==> src/rtl/hd44780_ctrl.sv <==
// HD44780 character-LCD controller for PCF8574-style I2C backpacks (4-bit mode).
// Turns INIT/WRITE/GOTO/CLEAR/BACKLIGHT commands into expander bytes on a
// valid/ready stream, tracks the cursor, wraps lines and enforces settle times.
// Settle parameters (T_*) are expected to be at least 1.
module hd44780_ctrl #(
  parameter int   ROWS       = 2,
  parameter int   COLS       = 16,
  parameter int   T_PWRUP    = 750000,
  parameter int   T_INIT     = 250000,
  parameter int   T_CMD      = 2500,
  parameter int   T_LONG     = 100000,
  parameter logic BL_DEFAULT = 1'b1
) (
  input  logic       clk,
  input  logic       rst,
  input  logic [2:0] cmd,
  input  logic [7:0] cmd_data,
  input  logic [1:0] cmd_row,
  input  logic [5:0] cmd_col,
  input  logic       cmd_valid,
  output logic       cmd_ready,
  output logic [7:0] out_data,
  output logic       out_valid,
  input  logic       out_ready,
  output logic       busy,
  output logic       init_done,
  output logic       err,
  output logic [1:0] cursor_row,
  output logic [5:0] cursor_col
);

  typedef enum logic [2:0] {IDLE, PWRUP, NIB_E1, NIB_E0, WAIT, NEXT} state_t;
  typedef enum logic [2:0] {OP_INIT, OP_WRITE, OP_ADDR, OP_CLEAR, OP_BL} op_t;

  state_t      state_q, state_d;
  op_t         op_q, op_d;
  logic [3:0]  step_q, step_d;
  logic [7:0]  byte_q, byte_d;
  logic        rs_q, rs_d;
  logic        single_q, single_d;
  logic        nowait_q, nowait_d;
  logic [31:0] wlen_q, wlen_d;
  logic [31:0] cnt_q, cnt_d;
  logic [7:0]  out_data_q, out_data_d;
  logic        out_valid_q, out_valid_d;
  logic        bl_q, bl_d;
  logic        init_done_q, init_done_d;
  logic        err_q, err_d;
  logic [1:0]  row_q, row_d;
  logic [5:0]  col_q, col_d;

  logic        launch;
  logic [7:0]  l_byte;
  logic        l_rs;
  logic        l_single;
  logic [31:0] l_wlen;
  logic [1:0]  nrow;
  logic [7:0]  ini_byte;
  logic        ini_single;
  logic [31:0] ini_wlen;

  // Set-DDRAM instruction for a row/column position
  function automatic logic [7:0] ddram_cmd(input logic [1:0] r, input logic [5:0] c);
    logic [7:0] a;
    a = {2'b00, c} + (r[0] ? 8'h40 : 8'h00) + (r[1] ? 8'(COLS) : 8'h00);
    return a | 8'h80;
  endfunction

  // Init program table: instruction, single-nibble flag and settle time per step
  always_comb begin
    ini_byte   = 8'h01;
    ini_single = 1'b0;
    ini_wlen   = 32'(T_CMD);
    case (step_q)
      4'd0:       begin ini_byte = 8'h30; ini_single = 1'b1; ini_wlen = 32'(T_INIT); end
      4'd1, 4'd2: begin ini_byte = 8'h30; ini_single = 1'b1; end
      4'd3:       begin ini_byte = 8'h20; ini_single = 1'b1; end
      4'd4:       ini_byte = (ROWS == 1) ? 8'h20 : 8'h28;
      4'd5:       ini_byte = 8'h0C;
      4'd6:       ini_byte = 8'h06;
      default:    ini_wlen = 32'(T_LONG);
    endcase
  end

  // Next-state logic; a launch request loads a new instruction into the nibble emitter
  always_comb begin
    state_d     = state_q;
    op_d        = op_q;
    step_d      = step_q;
    byte_d      = byte_q;
    rs_d        = rs_q;
    single_d    = single_q;
    nowait_d    = nowait_q;
    wlen_d      = wlen_q;
    cnt_d       = cnt_q;
    out_data_d  = out_data_q;
    out_valid_d = out_valid_q;
    bl_d        = bl_q;
    init_done_d = init_done_q;
    err_d       = 1'b0;
    row_d       = row_q;
    col_d       = col_q;
    launch      = 1'b0;
    l_byte      = '0;
    l_rs        = 1'b0;
    l_single    = 1'b0;
    l_wlen      = 32'(T_CMD);
    nrow        = (32'(row_q) + 32'd1 >= 32'(ROWS)) ? 2'd0 : row_q + 2'd1;

    case (state_q)
      IDLE: if (cmd_valid) begin
        if (cmd == 3'd1) begin
          init_done_d = 1'b0;
          op_d        = OP_INIT;
          step_d      = '0;
          cnt_d       = '0;
          state_d     = PWRUP;
        end else if (!init_done_q) begin
          err_d = 1'b1;
        end else begin
          case (cmd)
            3'd2: begin
              op_d = OP_WRITE; launch = 1'b1; l_byte = cmd_data; l_rs = 1'b1;
            end
            3'd3: begin
              if (32'(cmd_row) >= 32'(ROWS) || 32'(cmd_col) >= 32'(COLS)) begin
                err_d = 1'b1;
              end else begin
                row_d = cmd_row; col_d = cmd_col; op_d = OP_ADDR;
                launch = 1'b1; l_byte = ddram_cmd(cmd_row, cmd_col);
              end
            end
            3'd4: begin
              op_d = OP_CLEAR; launch = 1'b1; l_byte = 8'h01; l_wlen = 32'(T_LONG);
            end
            3'd5: begin
              // Backlight byte bypasses the EN strobe and the settle wait
              bl_d        = cmd_data[0];
              op_d        = OP_BL;
              single_d    = 1'b1;
              nowait_d    = 1'b1;
              out_data_d  = {4'h0, cmd_data[0], 3'b000};
              out_valid_d = 1'b1;
              state_d     = NIB_E0;
            end
            default: err_d = 1'b1;
          endcase
        end
      end
      PWRUP: begin
        if (cnt_q >= 32'(T_PWRUP) - 32'd1) begin
          cnt_d = '0; state_d = NEXT;
        end else begin
          cnt_d = cnt_q + 32'd1;
        end
      end
      NIB_E1: if (out_ready) begin
        out_data_d = out_data_q & 8'hFB;
        state_d    = NIB_E0;
      end
      NIB_E0: if (out_ready) begin
        if (!single_q) begin
          single_d    = 1'b1;
          out_data_d  = {byte_q[3:0], bl_q, 1'b1, 1'b0, rs_q};
          state_d     = NIB_E1;
        end else begin
          out_valid_d = 1'b0;
          out_data_d  = '0;
          cnt_d       = '0;
          state_d     = nowait_q ? NEXT : WAIT;
        end
      end
      WAIT: begin
        if (cnt_q >= wlen_q - 32'd1) begin
          state_d = NEXT;
        end else begin
          cnt_d = cnt_q + 32'd1;
        end
      end
      NEXT: begin
        state_d = IDLE;
        case (op_q)
          OP_INIT: begin
            if (step_q == 4'd8) begin
              init_done_d = 1'b1; row_d = '0; col_d = '0;
            end else begin
              launch = 1'b1; l_byte = ini_byte; l_single = ini_single; l_wlen = ini_wlen;
              step_d = step_q + 4'd1;
            end
          end
          OP_WRITE: begin
            if (32'(col_q) + 32'd1 >= 32'(COLS)) begin
              col_d = '0; row_d = nrow; op_d = OP_ADDR;
              launch = 1'b1; l_byte = ddram_cmd(nrow, 6'd0);
            end else begin
              col_d = col_q + 6'd1;
            end
          end
          OP_CLEAR: begin row_d = '0; col_d = '0; end
          default: ;
        endcase
      end
      default: state_d = IDLE;
    endcase

    // single_q doubles as "low nibble pending is done": a full byte starts with it
    // clear and sets it when switching to the low nibble.
    if (launch) begin
      byte_d      = l_byte;
      rs_d        = l_rs;
      single_d    = l_single;
      nowait_d    = 1'b0;
      wlen_d      = l_wlen;
      out_data_d  = {l_byte[7:4], bl_q, 1'b1, 1'b0, l_rs};
      out_valid_d = 1'b1;
      state_d     = NIB_E1;
    end
  end

  // State and registered outputs
  always_ff @(posedge clk or posedge rst) begin
    if (rst) begin
      state_q     <= IDLE;
      op_q        <= OP_INIT;
      step_q      <= '0;
      byte_q      <= '0;
      rs_q        <= 1'b0;
      single_q    <= 1'b0;
      nowait_q    <= 1'b0;
      wlen_q      <= '0;
      cnt_q       <= '0;
      out_data_q  <= '0;
      out_valid_q <= 1'b0;
      bl_q        <= BL_DEFAULT;
      init_done_q <= 1'b0;
      err_q       <= 1'b0;
      row_q       <= '0;
      col_q       <= '0;
    end else begin
      state_q     <= state_d;
      op_q        <= op_d;
      step_q      <= step_d;
      byte_q      <= byte_d;
      rs_q        <= rs_d;
      single_q    <= single_d;
      nowait_q    <= nowait_d;
      wlen_q      <= wlen_d;
      cnt_q       <= cnt_d;
      out_data_q  <= out_data_d;
      out_valid_q <= out_valid_d;
      bl_q        <= bl_d;
      init_done_q <= init_done_d;
      err_q       <= err_d;
      row_q       <= row_d;
      col_q       <= col_d;
    end
  end

  assign cmd_ready  = (state_q == IDLE);
  assign busy       = (state_q != IDLE);
  assign out_data   = out_data_q;
  assign out_valid  = out_valid_q;
  assign init_done  = init_done_q;
  assign err        = err_q;
  assign cursor_row = row_q;
  assign cursor_col = col_q;

endmodule

==> config.mk <==
export PLATFORM = sky130hd
export DESIGN_NAME = hd44780_ctrl
export DESIGN_NICKNAME = d
export VERILOG_FILES = /design/src/rtl/hd44780_ctrl.sv
export SDC_FILE = /design/constraint.sdc
export NUM_CORES = 1
export LEC_CHECK = 0
export ABC_AREA = 1
export CORE_MARGIN = 5
export CORE_UTILIZATION = 47
export CTS_CLUSTER_SIZE = 12
export DETAILED_ROUTE_END_ITERATION = 6
export GPL_TIMING_DRIVEN = 0
export PLACE_DENSITY = 0.66
export SKIP_CTS_REPAIR_TIMING = 1
export SYNTH_ARGS = -nofsm -noshare
export SYNTH_HDL_FRONTEND = slang
export SYNTH_SLANG_ARGS = --single-unit
==> constraint.sdc <==
create_clock -name clk -period 4.03 [get_ports clk]
set_clock_uncertainty 0.15 [all_clocks]
set_input_delay 0.806 -clock clk [delete_from_list [all_inputs] [get_ports clk]]
set_output_delay 0.806 -clock clk [all_outputs]
set_load 0.01 [all_outputs]
==> flow_summary.ini, run 1 <==
[synth]
async_flop_share_pct = 100
netlist_instances = 946
yosysWarningCount = 0
synth_edf_count = 0
netlist_area_um2 = 6180
synth_nets = 1010
synth-seq-area-share_pct = 29.6
yosysTopAreaCellShare_pct = 29.2
syn_avg_cell_area_um2 = 6.53
synth_seq_cells = 73
synth_cell_type_count = 48
synth_flop_cell = dfrtp_1
synth_area_leader_cell = dfrtp_1
synth_area_leaders = dfrtp_1, nand2_1, ha_1

[critical_path]
worstPathArrival_ps = 3780
crit_path_end_kind = register
slowest_delay_ps = 460
critical_path_required_ps = 4170
path_cells = nor2_1 -> inv_1 -> nor2_4 -> inv_1 -> nor2_2 -> nand2_1 -> nand2_1 -> inv_1 -> ha_1 -> nand2_1 -> nor2_1 -> inv_1 -> nor2_1 -> nand2_1 -> nand2_1 -> nand2_1 -> nand2_1 -> nand2_1 -> nand2_1 -> buf_2 -> nand2_1 -> nand2_1
critPathKind = reg -> reg
critical_path.startpoint_type = register
critPathTopFamily = simple AND/OR/NAND/NOR gates
cpMaxStageDelayCell = dfrtp_1
cp_common_cell = nand2_1
cp_max_fo = 10
critPathBufInv = 5

[power]
power_switching_w = 0.00178
p_clk_share_pct = 22.6
internal-power_w = 0.00206
p_per_area_nw_per_um2 = 536
ir_drop_v = 0.000358
p_leak_nw = 3.77
p_comb_share_pct = 50.2
switching_share_pct = 46.5
sequentialPowerShare_pct = 27.2

[global_route]
grt_pass1_vias = 5894
antenna_found_initial = 0
grt.overflow.total = 0
grt_pass1_wl_um = 28900
grt_usage_pct = 22.8
grt_max_degree = 67

[drt]
wl_per_cell_um = 14.7
vias = 6089
viasPerCell = 5.17
first_pass_iters = 5
routed_wl_um = 17300
antenna_left = 0
drt_iter0_drc = 453
drc = 0

[flow_run]
cap_violations = 0

[clocking]
clk_pin_slew_worst_paths_ps = 70
cts_max_path_buffers = 2
clkSinkCount = 73
cts_max_level = 3
cts_buffers = 9
insertion_delay_ps = 360
cts_root_buffer = clkbuf_16
cts_tree = done

[placement]
place_area_um2 = 6840
place_congestion = 0.938
pre_cts_slack_ps = 102
port_buffers = 42
place_inst = 1161
dp_hpwl_um = 13600

[layout]
utilization_pct = 56.1
drive_gt1_share_pct = 6.87
fin_nets = 1064
area.growth.synth_to_final_pct = 16.0
fin_area_um2 = 7160
final_cell_mix = nand2_1, nor2_1, inv_1
mostFrequentLayoutCell = nand2_1
antenna_cells = 0
fin_cells = 1177

[die]
initial_utilization_pct = 48.4
coreArea_um2 = 12800
die_area_um2 = 15500
die_y_um = 125
ios = 44
die_w_um = 125
placementRows = 41

[sta]
min_period_over_period_pct = 90.3
setup_viol = 0
timing.final.crit_period_ps = 3640
worst_pin_slew_ps = 824
slew_headroom_pct = 44.9
hold_violations = 0
rsz0062_at_grt = false
fmax_mhz = 275
fin_ws_ps = 391
maxSlewViolCount = 0

[hold_path]
hold_path_class = reg -> reg

[outcome]
outcome = finished, final reports clean
path summary, 6_finish.rpt:
kind,from,to,slack (ps),cells past startpoint
min,out_data[6],out_data[6],330,2
max reg2reg,wlen_q[11],cnt_q[6],390,22
min in group asynchronous,rst,op_q[2],540,2
min reg2reg,out_data[6],out_data[6],330,2
max in group asynchronous,rst,cnt_q[10],2620,3
max,wlen_q[11],cnt_q[6],390,22
worst min-delay path, stage by stage (launching register included):
cell and delay [ps]:
dfrtp_1 340, nand2_1 50, nand2_1 60
cell families (layout without fill, tap and decap cells):
family	Yosys count	count (layout)	share of synthesized area [%]
simple gates	588	588	41.2
flops	73	73	29.6
compound gates	84	84	8.36
other cells	1	1	0.0607
buf+inv	131	190	8.51
xor+xnor	27	27	3.83
fa+ha+maj	41	41	8.30
mux	1	1	0.162
state kept, by name (all words and copies together) (netlist names):
name	count
bl_q	1
byte_q	4
cnt_q	32
cursor_col	6
cursor_row	2
err	1
init_done	1
nowait_q	1
op_q	3
out_data	7
out_valid	1
rs_q	1
single_q	1
state_q	3
step_q	4
wlen_q	5
per-stage QoR:
stage / TNS, ps / hold WS [ps] / power (W)
detailed placement: 0 / 323 / 0.00298
global placement: -16840 / 316 / 0.00295
floorplan: 0 / 309 / 0.00236
CTS: 0 / 340 / 0.00386
finish: 0 / 332 / 0.00384
global route: 0 / 360 / 0.00415
cells in the mapped netlist (3+ instances only):
master and count:
o21ai_1 7, inv_1 106, o21ai_0 17, xnor2_1 10, nand2_2 5, nand2_1 351
dfrtp_1 72, o211ai_1 9, nor3_1 10, nand3_4 3, a22oi_1 5, nand3_1 79
nor2_2 5, buf_2 6, a22o_1 3, nor2_1 108, ha_1 41, xor2_1 17
a21oi_1 31, clkbuf_1 6, nand4_1 10, inv_2 7
routing by layer:
layer | vias up | routed length, µm | track usage [%]
li1 | 3115 | - | -
met1 | 2808 | 7630 | 28.4
met2 | 136 | 8540 | 39.2
met3 | 30 | 695 | 3.43
met4 | 0 | 485 | 9.54
met5 | - | 0 | 0
cell type report:
| type | count | area, µm² |
|---|---|---|
| multi-input combinational | 742 | 3840 |
| clock inverter | 7 | 83.8 |
| tap | 172 | 215 |
| sequential | 73 | 1830 |
| fill | 1278 | 5610 |
| inverter | 116 | 445 |
| clock buffer | 9 | 225 |
| timing repair buffer | 43 | 448 |
| buffer | 15 | 82.6 |
power by group through the flow:
| stage | registers [W] | logic [W] | clock network [W] |
|---|---|---|---|
| after floorplan | 0.00104 | 0.00132 | 0 |
| after global placement | 0.00106 | 0.00190 | 0 |
| after detailed placement | 0.00106 | 0.00192 | 0 |
| after CTS | 0.00105 | 0.00193 | 0.000881 |
| after global routing | 0.00107 | 0.00216 | 0.000911 |
| final | 0.00105 | 0.00193 | 0.000868 |
Note: power is estimated with default switching activity, not from simulation.
==> inputs of run 2 (changes only) <==
ABC_CLOCK_PERIOD_IN_PS = 3450   (was unset)
clock period = 3.45 ns   (was 4.03 ns; I/O delays follow)
==> run 2 against run 1 <==
Effect of this change: final area up 0.80%; routed wire length is essentially flat; global-route usage is the same; sequential power increased by 17%; largest cell class unchanged; die area stayed put; flip-flop and latch count stayed put.
==> flow_summary.ini, run 2 (same netlist as run 1, synthesis figures left out) <==
[sta]
min_period_over_period_pct = 93.2
hold_violations = 0
timing.final.crit_period_ps = 3220
setup_viol = 0
worst_pin_slew_ps = 804
fin_ws_ps = 234
fmax_mhz = 311
slew_headroom_pct = 46.2
maxSlewViolCount = 0

[global_route]
grt_max_degree = 67
grt_pass1_vias = 5894
grt.overflow.total = 0
grt_pass1_wl_um = 28900
antenna_found_initial = 0
grt_usage_pct = 22.8

[layout]
final_cell_mix = nand2_1, nor2_1, inv_1
largest_reg_flops = 32
area.growth.synth_to_final_pct = 16.9
antenna_cells = 0
fin_nets = 1066
mostFrequentLayoutCell = nand2_1
largest-register = cnt_q
drive_gt1_share_pct = 7.75
fin_cells = 1179

[placement]
place_congestion = 0.938
pre_cts_slack_ps = -478
dp_hpwl_um = 13600
port_buffers = 42
place_inst = 1161

[power]
ir_drop_v = 0.000421
power_w = 0.00456
p_leak_nw = 3.79
p_per_area_nw_per_um2 = 631

[die]
placementRows = 41
die_y_um = 125
initial_utilization_pct = 48.4
die_area_um2 = 15500
ios = 44
die_w_um = 125
coreArea_um2 = 12800

[critical_path]
cp_common_cell = nand2_1
path_cells = nor2_1 -> inv_1 -> nor2_4 -> inv_1 -> nor2_4 -> nand2_2 -> nand2_1 -> inv_1 -> ha_1 -> nand2_1 -> nor2_1 -> inv_1 -> nor2_1 -> nand2_1 -> nand2_1 -> nand2_1 -> nand2_1 -> nand2_1 -> nand2_4 -> clkbuf_4 -> nand2_1 -> nand2_1
slowest_delay_ps = 450
critical_path.startpoint_type = register
cpMaxStageDelayCell = dfrtp_2
critPathKind = reg -> reg
crit_path_end_kind = register
cp_max_fo = 10
critical_path_required_ps = 3590
worstPathArrival_ps = 3360

[clocking]
clk_pin_slew_worst_paths_ps = 70
cts_max_level = 3
cts_root_buffer = clkbuf_16
cts_buffers = 9
clkSinkCount = 73
cts_max_path_buffers = 2
insertion_delay_ps = 360
cts_tree = done

[drt]
vias = 6129
drc = 0
first_pass_iters = 5
drt_iter0_drc = 424
routed_wl_um = 17300
antenna_left = 0
wl_per_cell_um = 14.7
viasPerCell = 5.20

[hold_path]
hold_path_class = reg -> reg

[flow_run]
cap_violations = 0

[outcome]
outcome = finished, final reports clean
==> run 2: cell count changes in the layout (fill, tap and decap cells not counted), sizes merged <==
cell / delta
clkbuf: +2
==> run 2: path summary, 6_finish.rpt <==
check	from	end	slack (ps)	cells past startpoint
worst max-delay path	wlen_q[11]	cnt_q[2]	230	22
worst min-delay path	out_data[6]	out_data[6]	330	2
worst max register to register	wlen_q[11]	cnt_q[2]	230	22
worst min register to register	out_data[6]	out_data[6]	330	2
max in group asynchronous	rst	wlen_q[11]	2170	3
min in group asynchronous	rst	err	430	2
==> run 2: routing by layer <==
layer,wire length (µm),global-route usage [%],vias up
met1,7560,28.4,2829
met4,493,9.54,0
met2,8560,39.2,143
met5,0,0,-
li1,-,-,3122
met3,728,3.43,35
==> run 2: metrics by stage <==
step	util [%]	hold slack (ps)	setup TNS, ps	cell area [µm²]
6_report	56.5	333	0	7220
5_1_grt	56.5	360	-501	7220
4_1_cts	56.0	340	-15310	7150
3_5_place_dp	53.6	323	-14300	6840
3_3_place_gp	53.3	316	-63620	6810
2_1_floorplan	-	309	0	6180
==> run 2: layout make-up <==
type	instances	area, µm²
Inverter	116	445
Buffer	15	92.6
Multi-Input combinational cell	742	3860
Clock buffer	9	225
Fill cell	1281	5550
Tap cell	172	215
Timing Repair Buffer	45	463
Clock inverter	7	83.8
Sequential cell	73	1830
==> run 2: critical path, delay by kind of cell (launching register included) <==
kind / cells / cell delay, ps
and+or+nand+nor: 16 / 1760
adders and majority gates: 1 / 280
buffers and inverters: 5 / 510
DFF: 1 / 450
==> run 2: report_power, final <==
| group | switching, W | internal, W | total [W] |
|---|---|---|---|
| Clock | 0.000439 | 0.000575 | 0.00101 |
| Combinational | 0.00148 | 0.000832 | 0.00232 |
| Sequential | 0.000186 | 0.00104 | 0.00123 |
| Total | 0.00211 | 0.00245 | 0.00456 |
